### config.mk
export PLATFORM = sky130hd
export DESIGN_NAME = sample_streamer
export DESIGN_NICKNAME = d
export VERILOG_FILES = /design/src/rtl/streamer_pkg.sv /design/src/rtl/sample_fifo.sv /design/src/rtl/sample_streamer.sv
export SDC_FILE = /design/constraint.sdc
export NUM_CORES = 1
export LEC_CHECK = 0
export ABC_CLOCK_PERIOD_IN_PS = 2900
export CAP_MARGIN = 25
export CORE_MARGIN = 8
export CORE_UTILIZATION = 40
export DETAILED_ROUTE_END_ITERATION = 10
export GPL_TIMING_DRIVEN = 1
export PLACE_DENSITY = 0.75
export SETUP_SLACK_MARGIN = 0.1
export SLEW_MARGIN = 20
export SYNTH_ARGS = -nofsm -noshare
export SYNTH_HDL_FRONTEND = slang
export SYNTH_SLANG_ARGS = --single-unit
### constraint.sdc
create_clock -name clk -period 2.9 [get_ports clk]
set_input_delay 0.29 -clock clk [delete_from_list [all_inputs] [get_ports clk]]
set_output_delay 0.29 -clock clk [all_outputs]
set_load 0.01 [all_outputs]
### src/rtl/streamer_pkg.sv
// Shared types and helpers for the sample streamer: FSM encoding, midscale
// constant and the signed-sample to offset-binary conversion.
package streamer_pkg;

  typedef enum logic [1:0] {
    IDLE   = 2'd0,
    PRIME  = 2'd1,
    PLAY   = 2'd2,
    FINISH = 2'd3
  } streamer_state_e;

  // Full 16-bit offset-binary midscale; callers keep the top PWM_W bits.
  localparam logic [15:0] MIDSCALE = 16'h8000;

  // Two's-complement sample to offset-binary by flipping the sign bit.
  function automatic logic [15:0] to_level(input logic [15:0] sample);
    return {~sample[15], sample[14:0]};
  endfunction

endpackage

### src/rtl/sample_fifo.sv
// Synchronous prefetch FIFO with a clear input; simultaneous push and pop
// are both honoured, including when full.
module sample_fifo #(
  parameter int WIDTH = 8,
  parameter int DEPTH = 4
) (
  input  logic                     clk,
  input  logic                     rst,
  input  logic                     clear,
  input  logic                     push,
  input  logic [WIDTH-1:0]         pushData,
  input  logic                     pop,
  output logic [WIDTH-1:0]         popData,
  output logic                     full,
  output logic                     empty,
  output logic [$clog2(DEPTH):0]   count
);

  localparam int AW = $clog2(DEPTH);

  logic [WIDTH-1:0] mem [DEPTH];
  logic [AW-1:0]    wrPtr;
  logic [AW-1:0]    rdPtr;
  logic [AW:0]      occ;
  logic             doPush;
  logic             doPop;

  assign full    = (occ == (AW+1)'(DEPTH));
  assign empty   = (occ == '0);
  assign count   = occ;
  assign popData = mem[rdPtr];
  assign doPop   = pop && !empty;
  assign doPush  = push && (!full || doPop);

  always_ff @(posedge clk or negedge rst) begin
    if (!rst) begin
      wrPtr <= '0;
      rdPtr <= '0;
      occ   <= '0;
    end else if (clear) begin
      wrPtr <= '0;
      rdPtr <= '0;
      occ   <= '0;
    end else begin
      if (doPush) wrPtr <= wrPtr + AW'(1);
      if (doPop)  rdPtr <= rdPtr + AW'(1);
      case ({doPush, doPop})
        2'b10:   occ <= occ + (AW+1)'(1);
        2'b01:   occ <= occ - (AW+1)'(1);
        default: occ <= occ;
      endcase
    end
  end

  always_ff @(posedge clk) begin
    if (doPush && !clear) mem[wrPtr] <= pushData;
  end

endmodule

### src/rtl/sample_streamer.sv
// Audio output stage: fetches a block of samples from data RAM into a prefetch
// FIFO and plays one sample per PWM period, with busy/done and sticky underrun.
module sample_streamer
  import streamer_pkg::*;
#(
  parameter int ADDR_W     = 32,
  parameter int PWM_W      = 8,
  parameter int FIFO_DEPTH = 4
) (
  input  logic              clk,
  input  logic              rst,
  input  logic              start,
  input  logic [ADDR_W-1:0] base_addr,
  input  logic [ADDR_W-1:0] num_samples,
  output logic              mem_rd_en,
  output logic [ADDR_W-1:0] mem_addr,
  input  logic [31:0]       mem_rdata,
  output logic              busy,
  output logic              done,
  output logic              underrun,
  output logic [PWM_W-1:0]  level,
  output logic              pwm_out,
  output streamer_state_e   dbgState
);

  localparam int CW = $clog2(FIFO_DEPTH) + 1;
  localparam logic [PWM_W-1:0] MID = MIDSCALE[15 -: PWM_W];

  streamer_state_e   state, stateNext;
  logic [ADDR_W-1:0] baseReg, lenReg, fetched, played;
  logic              outstanding;
  logic [PWM_W-1:0]  pwmCnt, pwmCntNext, levelNext;
  logic              accept, fetchActive, rdGo;
  logic              fifoPop, playedInc, setUnderrun;
  logic              fifoFull, fifoEmpty;
  logic [CW-1:0]     fifoCount;
  logic [PWM_W-1:0]  fifoHead;
  logic [15:0]       converted;
  logic              unusedBits;

  assign accept      = (state == IDLE) && start;
  assign fetchActive = (state == PRIME) || (state == PLAY);
  // One read in flight at most, so occupancy+outstanding reduces to occupancy.
  assign rdGo        = fetchActive && !outstanding && (fetched < lenReg) &&
                       (fifoCount < CW'(FIFO_DEPTH));
  assign mem_rd_en   = rdGo;
  assign mem_addr    = baseReg + fetched;
  assign converted   = to_level(mem_rdata[15:0]);
  assign unusedBits  = ^{mem_rdata[31:16], converted};
  assign busy        = (state != IDLE);
  assign done        = (state == FINISH);
  assign dbgState    = state;

  sample_fifo #(
    .WIDTH(PWM_W),
    .DEPTH(FIFO_DEPTH)
  ) u_fifo (
    .clk     (clk),
    .rst     (rst),
    .clear   (accept),
    .push    (outstanding),
    .pushData(converted[15 -: PWM_W]),
    .pop     (fifoPop),
    .popData (fifoHead),
    .full    (fifoFull),
    .empty   (fifoEmpty),
    .count   (fifoCount)
  );

  always_comb begin
    stateNext   = state;
    levelNext   = level;
    pwmCntNext  = pwmCnt;
    fifoPop     = 1'b0;
    playedInc   = 1'b0;
    setUnderrun = 1'b0;
    case (state)
      IDLE: begin
        if (start) stateNext = (num_samples == '0) ? FINISH : PRIME;
      end
      PRIME: begin
        if (fifoFull || ((fetched == lenReg) && !outstanding)) begin
          stateNext  = PLAY;
          pwmCntNext = '0;
        end
      end
      PLAY: begin
        pwmCntNext = pwmCnt + PWM_W'(1);
        if (pwmCnt == '0) begin
          if (played == lenReg) begin
            stateNext = FINISH;
          end else if (!fifoEmpty) begin
            fifoPop   = 1'b1;
            levelNext = fifoHead;
            playedInc = 1'b1;
          end else begin
            // Starved: output silence and retry the same sample next period.
            levelNext   = MID;
            setUnderrun = 1'b1;
          end
        end
      end
      FINISH: stateNext = IDLE;
      default: stateNext = IDLE;
    endcase
    if (stateNext == FINISH) levelNext = MID;
  end

  always_ff @(posedge clk or negedge rst) begin
    if (!rst) begin
      state       <= IDLE;
      baseReg     <= '0;
      lenReg      <= '0;
      fetched     <= '0;
      played      <= '0;
      outstanding <= 1'b0;
      pwmCnt      <= '0;
      level       <= MID;
      pwm_out     <= 1'b0;
      underrun    <= 1'b0;
    end else begin
      state       <= stateNext;
      pwmCnt      <= pwmCntNext;
      level       <= levelNext;
      outstanding <= rdGo;
      // Compare next-cycle values so a new level shows from pwm_cnt=1.
      pwm_out     <= (stateNext == PLAY) && (pwmCntNext < levelNext);
      if (accept) begin
        baseReg  <= base_addr;
        lenReg   <= num_samples;
        fetched  <= '0;
        played   <= '0;
        underrun <= 1'b0;
      end else begin
        if (rdGo)        fetched  <= fetched + ADDR_W'(1);
        if (playedInc)   played   <= played + ADDR_W'(1);
        if (setUnderrun) underrun <= 1'b1;
      end
    end
  end

endmodule

======== Word level (Yosys, flattened, before mapping) ========
Memory sizes are Yosys's and may differ from the RTL's.
Index checks and enable logic that the tools add are counted.
cells by class
  $add $sub $neg .......................... 8
  $lt $le $gt $ge ......................... 3
  equality and inequality tests ........... 10
  mux-type cells .......................... 35
  bitwise gates (word level) .............. 1
  reduce and logical (&&, ||, !) cells .... 27
operators with widths
  cell                   count
  $mux 32                4
  $add 32x1->32 const B  2
  $eq 32x32->1           2
  $mux 8                 6
  $add 32x32->32         1
  $logic_not 32->1       1
  $lt 32x32->1           1
  $mux 2                 9
  $pmux 8 s2             1
  $mux 1                 12
  $reduce_bool 2->1      6
  $eq 2x2->1 const B     5
  $logic_and 1x1->1      9
  $add 8x1->8 const B    1
  $logic_not 8->1        1
  $lt 8x8->1             1
  $pmux 2 s4             1
  $pmux 3 s2             1
  $add 2x1->2 const B    2
  $eq 2x1->1 const B     2
  $logic_not 1->1        4
  $add 3x1->3 const B    1
  $eq 3x3->1 const B     1
  $logic_not 3->1        1
  other kinds (7)        9
word-level totals
  register bits ........................... 156
  bits in writable memories ............... 32
  input port bits ......................... 99
  output and inout bits ................... 47
  logic and storage cells ................. 98
  memories kept ........................... 1
memories
  name        depth  width  read ports  clocked after memory_dff  wr ports  line               RTL
  u_fifo.mem  4      8      1           0                         1         sample_fifo.sv:21  logic [WIDTH-1:0] mem [DEPTH];

======== Depth between registers and ports, before layout ========
Gate-level depths: netlist of the first run.
  depth in word-level cells ............... 11
  depth in mapped cells ................... 17
  gate-level depth less buffers ........... 16

======== By module ========
A second synthesis of the first run with hierarchy kept.
second synthesis, totals
  cell total of the unflattened synthesis .. 1263
  area, all modules ....................... 11778.8 um2
by module, submodules not included
  module           instances  cells an instance  area an instance (um2)  sequential area each (um2)
  sample_streamer  1          1153               10025.9                 3729.8
  sample_fifo      1          110                1752.9                  1136.1

======== Least setup slack after synthesis of the first run ========
Ideal clock, no wire load.
  path type ............................... register -> register
  from .................................... register fetched[23]
  to ...................................... register pwm_out
  arrival ................................. 3070 ps
  data required time ...................... 2814 ps
  path slack .............................. -256 ps
  stages on the path, launching flop included .. 16
  buffers on the path ..................... 1
  period minus slack after synthesis ...... 3156 ps
  cells stage by stage .................... dfrtp_1 > ha_1 > nand4_1 > or4_1 > o31ai_1 > o21ai_0 > a21oi_1 > nand2_2 > buf_6 > nand2_1 > ha_1 > a21oi_1 > nor2b_1 > o21ai_0 > nand3_1 > nor3_1
between the ends
  word-level cells in the longest chain between the ends .. 9
  elaborated cells on any way between the ends .. 12
ends and longest elaborated chain
  item                    line                    RTL
  from (decl)             sample_streamer.sv:30   logic [ADDR_W-1:0] baseReg, lenReg, fetched, played;
  from (signal assigned)  sample_streamer.sv:135  if (rdGo) fetched <= fetched + ADDR_W'(1);
  $eq 32x32->1 *          sample_streamer.sv:82   if (fifoFull || ((fetched == lenReg) && !outstanding)) begin
  $logic_and 1x1->1 *     sample_streamer.sv:82
  $logic_or 1x1->1 *      sample_streamer.sv:82
  $mux 2 *                sample_streamer.sv:82
  $pmux 2 s4 *            sample_streamer.sv:77   case (state)
  named net stateNext[1]  sample_streamer.sv:29   streamer_state_e state, stateNext;
  $eq 2x2->1              sample_streamer.sv:106  if (stateNext == FINISH) levelNext = MID;
  $mux 8                  sample_streamer.sv:106
  $lt 8x8->1              sample_streamer.sv:127  pwm_out <= (stateNext == PLAY) && (pwmCntNext < levelNext);
  $logic_and 1x1->1 *     sample_streamer.sv:127
  to (signal assigned)    sample_streamer.sv:127
  to (decl)               sample_streamer.sv:22   output logic pwm_out,
The timed path passes the listed nets; every way through them passes the cells marked *.
A chain may end at the register's enable or synchronous reset.

======== Worst setup path after layout of the first run ========
  from .................................... register fetched[12]
  to ...................................... output mem_addr[25]
between the ends
  word-level cells in the longest chain between the ends .. 1
ends and longest elaborated chain
  item            line                   RTL
  $add 32x32->32  sample_streamer.sv:47  assign mem_addr = baseReg + fetched;
  to (decl)       sample_streamer.sv:16  output logic [ADDR_W-1:0] mem_addr,
Every way passes these cells.

==> results of run 1 <==
synth_stat cells, types with 8 or more instances:
| cell type | instances |
|---|---|
| nand2_1 | 193 |
| dfrtp_1 | 155 |
| nor2_1 | 91 |
| ha_1 | 83 |
| xnor2_1 | 79 |
| o21ai_0 | 78 |
| a21oi_1 | 65 |
| inv_1 | 64 |
| nand4_1 | 38 |
| clkbuf_1 | 33 |
| edfxtp_1 | 32 |
| nand3_1 | 30 |
| xor2_1 | 28 |
| a21o_1 | 23 |
| or3_1 | 20 |
| and3_1 | 17 |
| and2_1 | 15 |
| nor2b_1 | 12 |
| nor4_1 | 11 |
| nor3_1 | 9 |
| a211oi_1 | 8 |
| mux4_2 | 8 |
| o211ai_1 | 8 |
worst max-delay path by stage:
stage                              to  slack (ns)  depth (start not counted)
global route        pwm_out$_DFF_PN0_       -0.72                         16
detailed placement  pwm_out$_DFF_PN0_       -0.59                         17
global placement         mem_addr[25]       -0.47                         11
finish                   mem_addr[25]       -0.55                         12
CTS                      mem_addr[24]       -0.43                         13
floorplan           pwm_out$_DFF_PN0_       -0.23                         14
where the power goes:
part	internal [mW]	switching, mW
sequential	3.32	0.468
combinational	3.26	3.57
clock	1.15	1.12
layout make-up:
type / count / area (um^2)
multi-input cells: 902 / 6900
inverters: 64 / 242.7
repair buffers: 388 / 3352
clock buffers: 18 / 439.2
well taps: 378 / 473.0
fillers: 2169 / 11230
clock inverters: 14 / 125.1
flip-flops and latches: 188 / 4867
worst max-delay path, delay by kind of cell (launching register included):
kind / cells / cell delay, ns
flip-flops: 1 / 0.43
XOR/XNOR: 1 / 0.13
adder cells (fa/ha/maj): 1 / 0.26
AO/OA/AOI/OAI: 6 / 1.25
AND/OR/NAND/NOR: 1 / 0.15
buffers and inverters: 3 / 0.51
registers in the layout, summed over array words and instances, names as in the netlist, 2 cells and up:
register	flops
baseReg	32
fetched	32
u_fifo.count	3
u_fifo.mem	32
u_fifo.rdPtr	2
pwmCnt	8
level	8
lenReg	32
u_fifo.wrPtr	2
played	32
dbgState	2
repair_timing:
| item | CTS | global route |
|---|---|---|
| pin swaps | 64 | 81 |
| endpoints found under the setup margin | 107 | 105 |
| hold buffers | 1 | 0 |
| gates resized for setup | 216 | 137 |
| buffers inserted | 23 | 25 |
| gates cloned | 3 | 1 |
| hold endpoints to repair | 68 | 0 |
layer usage:
| layer | vias up | track usage [%] | wire [um] |
|---|---|---|---|
| met3 | 87 | 3.166 | 1787 |
| met4 | 0 | 5.888 | 1069 |
| met2 | 398 | 32.86 | 17850 |
| met1 | 5162 | 25.68 | 15250 |
| li1 | 4928 | - | - |
| met5 | - | 0 | 0 |
cells by family after synthesis:
| group | share of synthesized area (%) |
|---|---|
| multiplexers | 2.066 |
| flip-flops | 43.66 |
| AND/OR/NAND/NOR | 20.08 |
| buffers and inverters | 3.570 |
| AO/OA/AOI/OAI | 12.54 |
| XOR/XNOR | 8.408 |
| adder cells (fa/ha/maj) | 9.677 |
==> impl.org, run 1 <==
** Hold path
- The startpoint identified for the worst hold timing path is base_addr[3].
- The path class of the tightest hold or removal check is primary input to register.
- For hold timing, the worst endpoint is baseReg[3]$_DFFE_PN0P_.
- Along the worst hold path, the cell count comes to 3.

** Outcome
- The checks that failed: negative setup slack.
- Run status :: finished, violations left

** Cells and area
- # diodes :: 0
- The finished cells cover 16400 um^2.
- Share of the core filled with cells in the final layout :: 59.36%
- Layout overhead on the synthesized area :: 47.14%
- Most common library cell in the layout ignoring fill and taps :: buf_4
- The library cells used most frequently in the layout, excluding fill and tap cells, are buf_4, nand2_1, dfrtp_1, clkdlybuf4s50_1, nor2_1.
- Non-filler instance count after layout :: 1952
- Layout cell share with drive strength beyond 1 :: roughly a third
- Number of nets at the end of the flow :: between 1.5k and 2k

** Synthesis
- Seq cells post-synth :: ~190
- Summed over its instances, the top area cell type makes up 34.80% of the synthesized netlist area.
- A synthesized cell averages 9.350 um^2.
- Area contributors post-synth :: dfrtp_1, ha_1, edfxtp_1, nand2_1, xnor2_1
- Total of warnings raised by yosys :: 0
- The number of different library cells used by synthesis comes to 61.
- When the netlist entered floorplanning its net count stood at approximately 1.4k.
- Fraction of synthesis flops using an asynchronous set or reset pin :: 82.98%
- Sequential-to-total area share from yosys stat :: 43.66%
- In the synthesized netlist, the number of instances is 1192.
- Summing every instance area after synthesis gives 11150 um^2.
- In the synthesized netlist the dominant register cell turns out to be dfrtp_1.
- Number of synthesized flops with an enable pin :: 32
- The largest total area in the synthesized netlist belongs to dfrtp_1.

** STA
- Setup total negative slack :: -9.072 ns
- In the post-route analysis, the smallest setup slack over all paths is -0.5499 ns.
- The count of endpoints failing hold in the final timing report was 0.
- Final setup fails :: 40
- At the pin with the least slew margin, the transition time is 0.7998 ns.
- The final max-slew violation count came to 0.
- Setup repair after global routing could not meet its margin everywhere.
- Min cycle time layout :: about 3.4 ns
- Dividing the final minimum period by the clock period gives 119.0%.
- Normalized max-slew margin :: approximately 46%
- Fmax achieved :: 0.2899 GHz
- The tightest hold path in the finished design has a slack of 0.3702 ns.
- Post-route clock skew :: ~0.014 ns

** Place
- Count of port buffers added during placement :: 121
- Timing analysis after detailed placement gives a worst setup slack of -0.5861 ns.
- Area after DPL :: 14450 um^2
- The number of placed instances, taps included, is 1879.
- Estimated wirelength of the detail-placed design :: between 20 and 25 mm
- Routability congestion estimate from global placement :: between 0.9 and 1

** Global routing
- The initial antenna violation count was 0.
- Number of global-route vias before repair :: 10.63k
- GR Overflow Total :: 0
- Global router's overall resource usage :: 19.57%
- Maximum number of pins on one net before global-route repair :: 87
- Global-route wire length before repair :: approximately 53 mm

** Clock tree
- The clock drives approximately 190 sinks.
- Maximum clock path buffer count :: 2
- For the worst-skew pair, the clock arrives at the later sink with an insertion delay of approximately 0.44 ns.
- Clock transition at path regs :: about 0.080 ns
- CTS built an H-tree with a depth of 4.
- Clock tree root driver cell :: clkbuf_16
- The number of clock buffers added by TritonCTS is 17.
- TritonCTS built the clock tree.

** Floorplanning
- The die is 182.9 um tall.
- The initialized floorplan defines 61 standard-cell rows.
- Once the floorplan was initialized, standard cells occupied 40.34% of the core.
- The region available for standard cell placement spans 27630 um^2.
- The die covers 33460 um^2.
- Die boundary width :: about 180 um
- Top Ports :: between 100 and 150

** Pwr
- Pwr dens :: 787.0 nW/um^2
- Across the VDD grid, the largest voltage drop is between 0.5 and 0.6 mV.
- Total power for the finished layout comes to 12.91 mW.
- The analysis attributes to cell leakage a power of roughly 7.6 nW.

** Setup path
- Type of the worst setup path :: register to output port
- Signal arrival time at the worst endpoint :: 3.16 ns
- For flop-to-flop paths, the worst setup slack is -0.50 ns.
- In this run the critical register-to-register path is captured at pwm_out$_DFF_PN0_.
- The startpoint identified for the worst register-to-register timing path is lenReg[22]$_DFFE_PN0P_.
- Worst EP required :: between 2 and 3 ns
- The slowest stage of the critical path belongs to the cell dfrtp_1.
- Counting cells, the worst reg-to-reg path comes to 15.
- Worst-path fanout max :: 3
- The worst setup path is launched from a register.
- Worst stage delay on the critical path :: 0.43 ns
- STA classifies the critical path endpoint as an output port.
- Timing startpoint of the critical path :: fetched[12]$_DFFE_PN0P_
- Cell-by-cell trace of the critical path :: ha_4 > a211oi_1 > o21ai_0 > a32oi_2 > nand2_2 > buf_6 > a2111oi_4 > buf_4 > o31ai_4 > a21oi_2 > xnor2_1 > buf_2

** Drt
- Post-detailed-routing wire length :: 35.96 mm
- Average via count per standard cell :: 5.418
- The detail route stage leaves a number of antenna-violating nets equal to 0.
- Wirelength per Cell :: between 15 and 20 um
- In the routed design, unresolved DRC markers number 0.
- The first TritonRoute pass finished after 5 iterations.
- Total vias in the final route :: 10.58k
- Count of routing violations after the opening detailed-route iteration :: 808

** Job
- Max-cap violations in this run came to 0.
Power figures use the tool's default switching activity.
==> inputs of run 2 (changes only) <==
DONT_BUFFER_PORTS = 1   (was not set)
PLACE_DENSITY = 0.68   (was 0.75)
==> run 2 against run 1 <==
Against the previous run:
- the flow finishes with violations (negative hold slack, negative setup slack)
- count of clock-buffer cells in the layout shrank 1
- power shrank 1.2%
- die area is the same
- sequential share of layout area grew 0.95 points
- sequential power grew 2%
- final area shrank 3.0%
- largest cell class unchanged
==> impl.org, run 2 (synthesized netlist as in run 1, its figures left out) <==
** Floorplanning
- For this configuration, the core starts out at a cell density of around two fifths.
- Y dimension of the die :: 182.9 um
- Die boundary width :: approximately 180 um
- The core region is between 20000 and 30000 um^2.
- In this run the count of I/O pins placed on the die edge is 146.
- Floorplan die area :: about 33000 um^2
- The floorplan has 61 rows.

** Drt
- The first detailed-routing pass ran for 6 iterations.
- Wirelength per Cell :: 18.29 um
- Detailed-route DRC error count :: 0
- Post-detailed-routing wire length :: approximately 34 mm
- After detailed routing, the number of vias per cell comes to 5.344.
- For this block, the initial DRC count from the detailed router was 724.
- Final ANT Viol Nets :: 0
- Total vias in the final route :: 9983

** STA
- Final setup fails :: 20
- The final max-slew violation count came to 0.
- Min cycle time layout :: 3.456 ns
- Measured slew at the worst slew-check pin :: 0.5898 ns
- Share of the clock period used by the worst path :: 119.2%
- Setup repair after global routing missed its margin :: true
- Post-route clock skew :: 0.01175 ns
- Final setup margin :: -0.5563 ns
- On the final layout, the worst hold slack is -0.4546 ns.
- For the final routed database, the setup TNS stands at -4.563 ns.
- The count of endpoints failing hold in the final timing report came to between 150 and 200.
- Measured against its own limit, the worst slew margin works out to 60.68%.
- For this run, the top clock speed supported by timing is 0.2893 GHz.

** Clock tree
- Hold-fix buffers, CTS :: 62
- Clock-pin slew was measured on the worst setup and hold paths at 0.08 ns.
- In this run, CTS created clock tree buffers numbering 17.
- No sink is reached through more buffers than the 2 on the longest clock path.
- TritonCTS built the clock tree.
- The cell sitting at the root of the clock tree is a clkbuf_16.
- Clock sink count :: 188
- At the later pin of the worst-skew pair, clock insertion delay measures 0.45 ns.
- The clock tree synthesis step divided the H-tree into 4 levels.

** Outcome
- Failing checks :: negative hold slack, negative setup slack
- The run finished, with violations left.

** Pwr
- The analysis attributes to cell leakage a power of 7.192 nW.
- Max rail drop VDD :: 0.4428 mV
- Power spread over the standard cell area amounts to approximately 800 nW/um^2.
- The design draws 12.75 mW.

** Cells and area
- Most common library cell in the layout ignoring fill and taps :: buf_4
- The top cell types in the final layout, fill and taps aside, are buf_4, nand2_1, dfrtp_1, nor2_1, o21ai_0.
- Footprint of the flip-flops and latches :: 4872 um^2
- Layout overhead on the synthesized area :: 42.73%
- Layout cell share with drive strength beyond 1 :: 31.74%
- Number of nets at the end of the flow :: 1661
- The repair_antennas step left the layout with diodes totalling 0.
- The layout has 2217 filler cells.
- Once layout is done, the placed cells without fillers occupy approximately 16000 um^2.
- Share of the core filled with cells in the final layout :: a little under three fifths
- The multi-input combinational cells in the finished layout cover a total of 7022 um^2.

** Global routing
- Number of antenna violations at the first check in global routing :: 0
- Maximum number of pins on one net before global-route repair :: approximately 160
- Number of global-route vias before repair :: roughly 9.9k
- For this run, the total global-route usage over all layers was measured as 19.44%.
- The first global-routing pass estimated roughly 52 mm of wire.
- After global routing the overflow that remains totals 0.

** Setup path
- Signal arrival time at the worst endpoint :: between 3 and 4 ns
- Type of the worst setup path :: register to register
- Worst-path fanout max :: 8
- The worst setup path is launched from a register.
- At the worst endpoint, the required time is 3.24 ns.
- STA classifies the critical path endpoint as a register.

** Place
- Prior to clock tree synthesis, the placed netlist has a worst setup slack of -0.4634 ns.
- Input and output buffers added on the ports amount to 0.
- Routability congestion estimate from global placement :: 0.9136
- Detailed placement finished with a half-perimeter wire length of between 20 and 25 mm.
- Area after DPL :: approximately 13000 um^2

** Job
- Max Cap Viol :: 0

** Hold path
- The worst hold path belongs to the class primary input to asynchronous set/reset pin.
## run 2: cell count changes in the layout (fill, tap and decap cells not counted), moves of 5 or more
| cell | before | now |
|---|---|---|
| buf_2 | 25 | 0 |
| buf_4 | 217 | 202 |
| buf_6 | 44 | 32 |
| clkdlybuf4s50_1 | 91 | 0 |
| dlygate4sd3_1 | 1 | 62 |
| ha_1 | 74 | 58 |
| ha_4 | 9 | 23 |
| xnor2_1 | 58 | 53 |
## run 2: final cells by class
cell class	instances	area share, %
Timing Repair Buffer	305	16.80
Tap cell	378	2.973
Multi-Input combinational cell	901	44.14
Inverter	64	1.542
Clock buffer	17	2.674
Sequential cell	188	30.63
Clock inverter	15	1.243
## run 2: where the power goes
part / internal [mW] / leakage [nW] / switching (mW)
Combinational: 3.03 / 4.56 / 3.36
Clock: 1.39 / 0.300 / 1.13
Sequential: 3.32 / 2.33 / 0.530
Total: 7.74 / 7.19 / 5.01
## run 2: final timing paths
path                            slack (ns)  cells after the start               startpoint                      end
worst min register to register        0.49                      2  baseReg[25]$_DFFE_PN0P_  baseReg[25]$_DFFE_PN0P_
worst max register to register       -0.56                     15   lenReg[30]$_DFFE_PN0P_        pwm_out$_DFF_PN0_
worst min-delay path                 -0.45                      0                      rst    played[6]$_DFFE_PN0P_
max in group asynchronous             3.08                      0                      rst       level[7]$_DFF_PN1_
min in group clk                      0.02                      2          num_samples[19]   lenReg[19]$_DFFE_PN0P_
worst max-delay path                 -0.56                     15   lenReg[30]$_DFFE_PN0P_        pwm_out$_DFF_PN0_
## run 2: timing repair
| item | CTS | global route |
|---|---|---|
| cloned | 0 | 1 |
| pin swaps | 81 | 83 |
| setup buffers | 42 | 34 |
| resized for setup | 143 | 114 |
| hold endpoints to repair | 239 | 156 |
| setup endpoints to repair | 66 | 94 |
## run 2: metrics by stage
step | hold WS (ns) | cells
6_report | -0.4546 | 1868
5_1_grt | -0.4727 | 1868
4_1_cts | -0.4672 | 1842
3_5_place_dp | 0.005088 | 1713
3_3_place_gp | 0.005147 | 1713
2_1_floorplan | -0.005591 | 1192
## run 2: per-layer routing
| layer | global-route usage, % | up-vias | part of all wire [%] |
|---|---|---|---|
| met5 | 0 | - | 0 |
| met4 | 7.580 | 0 | 3.5 |
| met3 | 4.353 | 77 | 5.9 |
| met2 | 32.08 | 338 | 49 |
| met1 | 24.53 | 4833 | 42 |
| li1 | - | 4735 | - |
## run 2: worst max-delay path: stages (launching register included)
cell	delay (ns)
dfrtp_1	0.40
buf_4	0.15
xnor2_2	0.17
nand4_1	0.19
nor4_4	0.34
nand2_1	0.12
or4b_1	0.50
a211oi_2	0.30
nand2_2	0.18
and2_4	0.19
ha_4	0.26
nand4_1	0.13
a21oi_1	0.21
nor2_1	0.06
nand3_1	0.10
nor3_2	0.04
==> inputs of run 3 (changes only) <==
==> constraint.sdc (replaced) <==
create_clock -name clk -period 2.9 [get_ports clk]
set_input_delay 0.29 -clock clk [delete_from_list [all_inputs] [get_ports clk]]
set_output_delay 0.29 -clock clk [all_outputs]
set_load 0.05 [all_outputs]
==> run 3 against run 2 <==
Against the previous run:
- the run still ends with negative hold slack, negative setup slack left
- largest power group unchanged
- clock skew is 0.0027 ns higher
- critical endpoint is now mem_addr[30]
- critical path depth is 3 lower
- non-clock buffer count is 11 higher
==> impl.org, run 3 (synthesized netlist as in run 1, its figures left out) <==
** Outcome
- Run status :: finished, violations left
- The final reports fail on negative hold slack, negative setup slack.

** Hold path
- The tightest min-delay check is of the primary input to asynchronous set/reset pin type.

** Setup path
- Cell with the most instances on the worst path :: a21oi_2
- Worst-path fanout max :: 2
- Worst EP required :: around 2.6 ns
- For this design, the slowest cell found on the critical path is dfrtp_1.
- STA classifies the critical path endpoint as an output port.
- The critical path in this run is classified as register to output port.
- Worst stage delay on the critical path :: 0.40 ns
- Cell-by-cell trace of the critical path :: ha_4 > inv_2 > fa_2 > nand2b_4 > a21o_1 > a32oi_2 > o211ai_1 > a21oi_2 > a211oi_2 > a21oi_2 > xor2_4 > buf_12
- Data on the critical path arrives at its endpoint at 3.11 ns.
- The worst setup path is launched from a register.

** Drt
- Dividing the detail-routed via count by the number of cells gives 5.280.
- Count of routing violations after the opening detailed-route iteration :: just under 700
- Final ANT Viol Nets :: 0
- After detailed routing, the average wire length per cell comes to around 18 um.
- The detailed router placed 9927 vias in this run.
- Post-detailed-routing wire length :: around 34 mm
- Detailed-route DRC error count :: 0
- Number of search-and-repair iterations in the first detailed-routing pass :: 5

** Place
- Detailed placement ended at an HPWL of between 20 and 25 mm.
- Post-place setup slack :: -0.5232 ns
- Summing all placed instances gives a cell area of ~14000 um^2.
- Routability congestion estimate from global placement :: about 0.95
- The count of buffers added on input and output ports is 0.

** Global routing
- Global router's overall resource usage :: 19.75%
- Entering global routing, the biggest net connects 157 pins.
- The via count of the first global-routing pass was around 10k.
- GR Overflow Total :: 0
- The first global-routing pass estimated 53.03 mm of wire.
- The initial antenna violation count came to 0.

** Pwr
- Pwr dens :: ~870 nW/um^2
- Max rail drop VDD :: 0.9767 mV
- The design draws about 14 mW.
- In this run the static leakage power is 7.369 nW.

** STA
- The count of endpoints failing hold in the final timing report came to 156.
- Fmax achieved :: 0.2939 GHz
- Slew Limit Fails :: 0
- Final setup margin :: -0.5021 ns
- Measured against its own limit, the worst slew margin works out to 57.43%.
- Setup repair after global routing missed its margin :: true
- Worst hold margin :: -0.4411 ns
- Min cycle time layout :: between 3 and 4 ns
- Of the available clock period, the critical path in the final layout requires 117.3%.
- For the pin with the worst max-slew slack, the measured transition is 0.6367 ns.
- Final setup fails :: 22
- Post-route clock skew :: 0.01449 ns

** Cells and area
- The post-route netlist has 33.84% of its cells at a drive strength greater than 1.
- Layout overhead on the synthesized area :: 46.95%
- Final instance area :: 16380 um^2
- The library cell used most frequently in the layout, excluding fill and tap cells, is buf_4.
- The library cells used most frequently in the layout, excluding fill and tap cells, are buf_4, nand2_1, dfrtp_1, nor2_1, dlygate4sd3_1.
- Number of nets at the end of the flow :: 1672

** Clock tree
- TritonCTS clock tree :: done
- Clock latency on the worst-skew pair :: roughly 0.44 ns
- Clock transition at path regs :: 0.07 ns
- Clock buffer count from CTS :: 17
- The number of hold buffers added after CTS was 61.
- The clock net in this run drives a total of 188 sinks.
- Clock tree root driver cell :: clkbuf_16
- The clock tree synthesis step divided the H-tree into 4 levels.
- The clock passes through at most 2 buffers.

** Floorplanning
- Row count :: 61
- For this configuration, the core starts out at a cell density of 40.34%.
- The die covers roughly 33000 um^2.
- The die is 182.9 um wide.
- Top Ports :: 146
- Area of the core :: 27630 um^2
- Y dimension of the die :: 182.9 um

** Job
- Max Cap Viol :: 0
## run 3: cell types whose count changed in the layout (fill, tap and decap cells not counted), moves of 5 or more
cell / before / now
xnor2_2: 20 / 15
buf_6: 32 / 37
nand2_1: 188 / 183
o21ai_2: 6 / 12
buf_4: 202 / 195
xnor2_4: 6 / 11
o21ai_0: 64 / 58
buf_12: 8 / 20
## run 3: worst max-delay path: cells and delay by family, from the launching register on
| family | cells | cell delay (ns) |
|---|---|---|
| compound gates | 6 | 1.25 |
| xor+xnor | 1 | 0.18 |
| fa+ha+maj | 2 | 0.50 |
| buf+inv | 2 | 0.18 |
| flops | 1 | 0.40 |
| simple gates | 1 | 0.15 |
## run 3: layer usage
layer,vias up,wire length [um],track usage [%]
met3,46,1616,3.423
met1,4854,15070,26.16
met2,250,16580,32.30
li1,4777,-,-
met4,0,670,6.766
met5,-,0,0
## run 3: path summary, 6_finish.rpt
path,startpoint,end,cells after the start,slack [ns]
max in group asynchronous,rst,level[7]$_DFF_PN1_,0,3.09
setup / recovery,fetched[0]$_DFFE_PN0P_,mem_addr[30],12,-0.50
hold / removal,rst,played[28]$_DFFE_PN0P_,0,-0.44
min in group clk,num_samples[27],lenReg[27]$_DFFE_PN0P_,2,0.01
hold reg to reg,baseReg[28]$_DFFE_PN0P_,baseReg[28]$_DFFE_PN0P_,2,0.49
setup reg to reg,lenReg[29]$_DFFE_PN0P_,pwm_out$_DFF_PN0_,18,-0.43
## run 3: layout make-up
cell class | count | area, um^2
tap | 378 | 473.0
antenna | 1 | 2.502
inverter | 64 | 247.7
fill | 2226 | 11250
timing repair buffer | 316 | 2927
sequential | 188 | 4873
clock inverter | 13 | 116.4
multi-input combinational | 901 | 7306
clock buffer | 19 | 432.9
## run 3: power by group
group	internal, mW	leakage [nW]	total, mW	switching, mW
Sequential	3.32	2.33	3.94	0.613
Combinational	3.51	4.78	8.05	4.54
Clock	1.19	0.264	2.26	1.07
Total	8.02	7.37	14.2	6.22
## run 3: timing repair
item                                    in CTS  in global routing
pin swaps                                   92                 80
setup buffers                               44                 15
endpoints found under the setup margin      71                102
cloned                                       2                  0
resized for setup                          144                120
hold endpoints to repair                   238                156
## run 3: through the flow
stage,utilization (%),TNS [ns],instances
3_3_place_gp,49.08,-0.8629,1739
3_5_place_dp,49.08,-1.013,1739
6_report,59.28,-5.783,1880
5_1_grt,59.27,-8.487,1879
4_1_cts,56.90,-5.216,1872
2_1_floorplan,-,-0.3102,1192
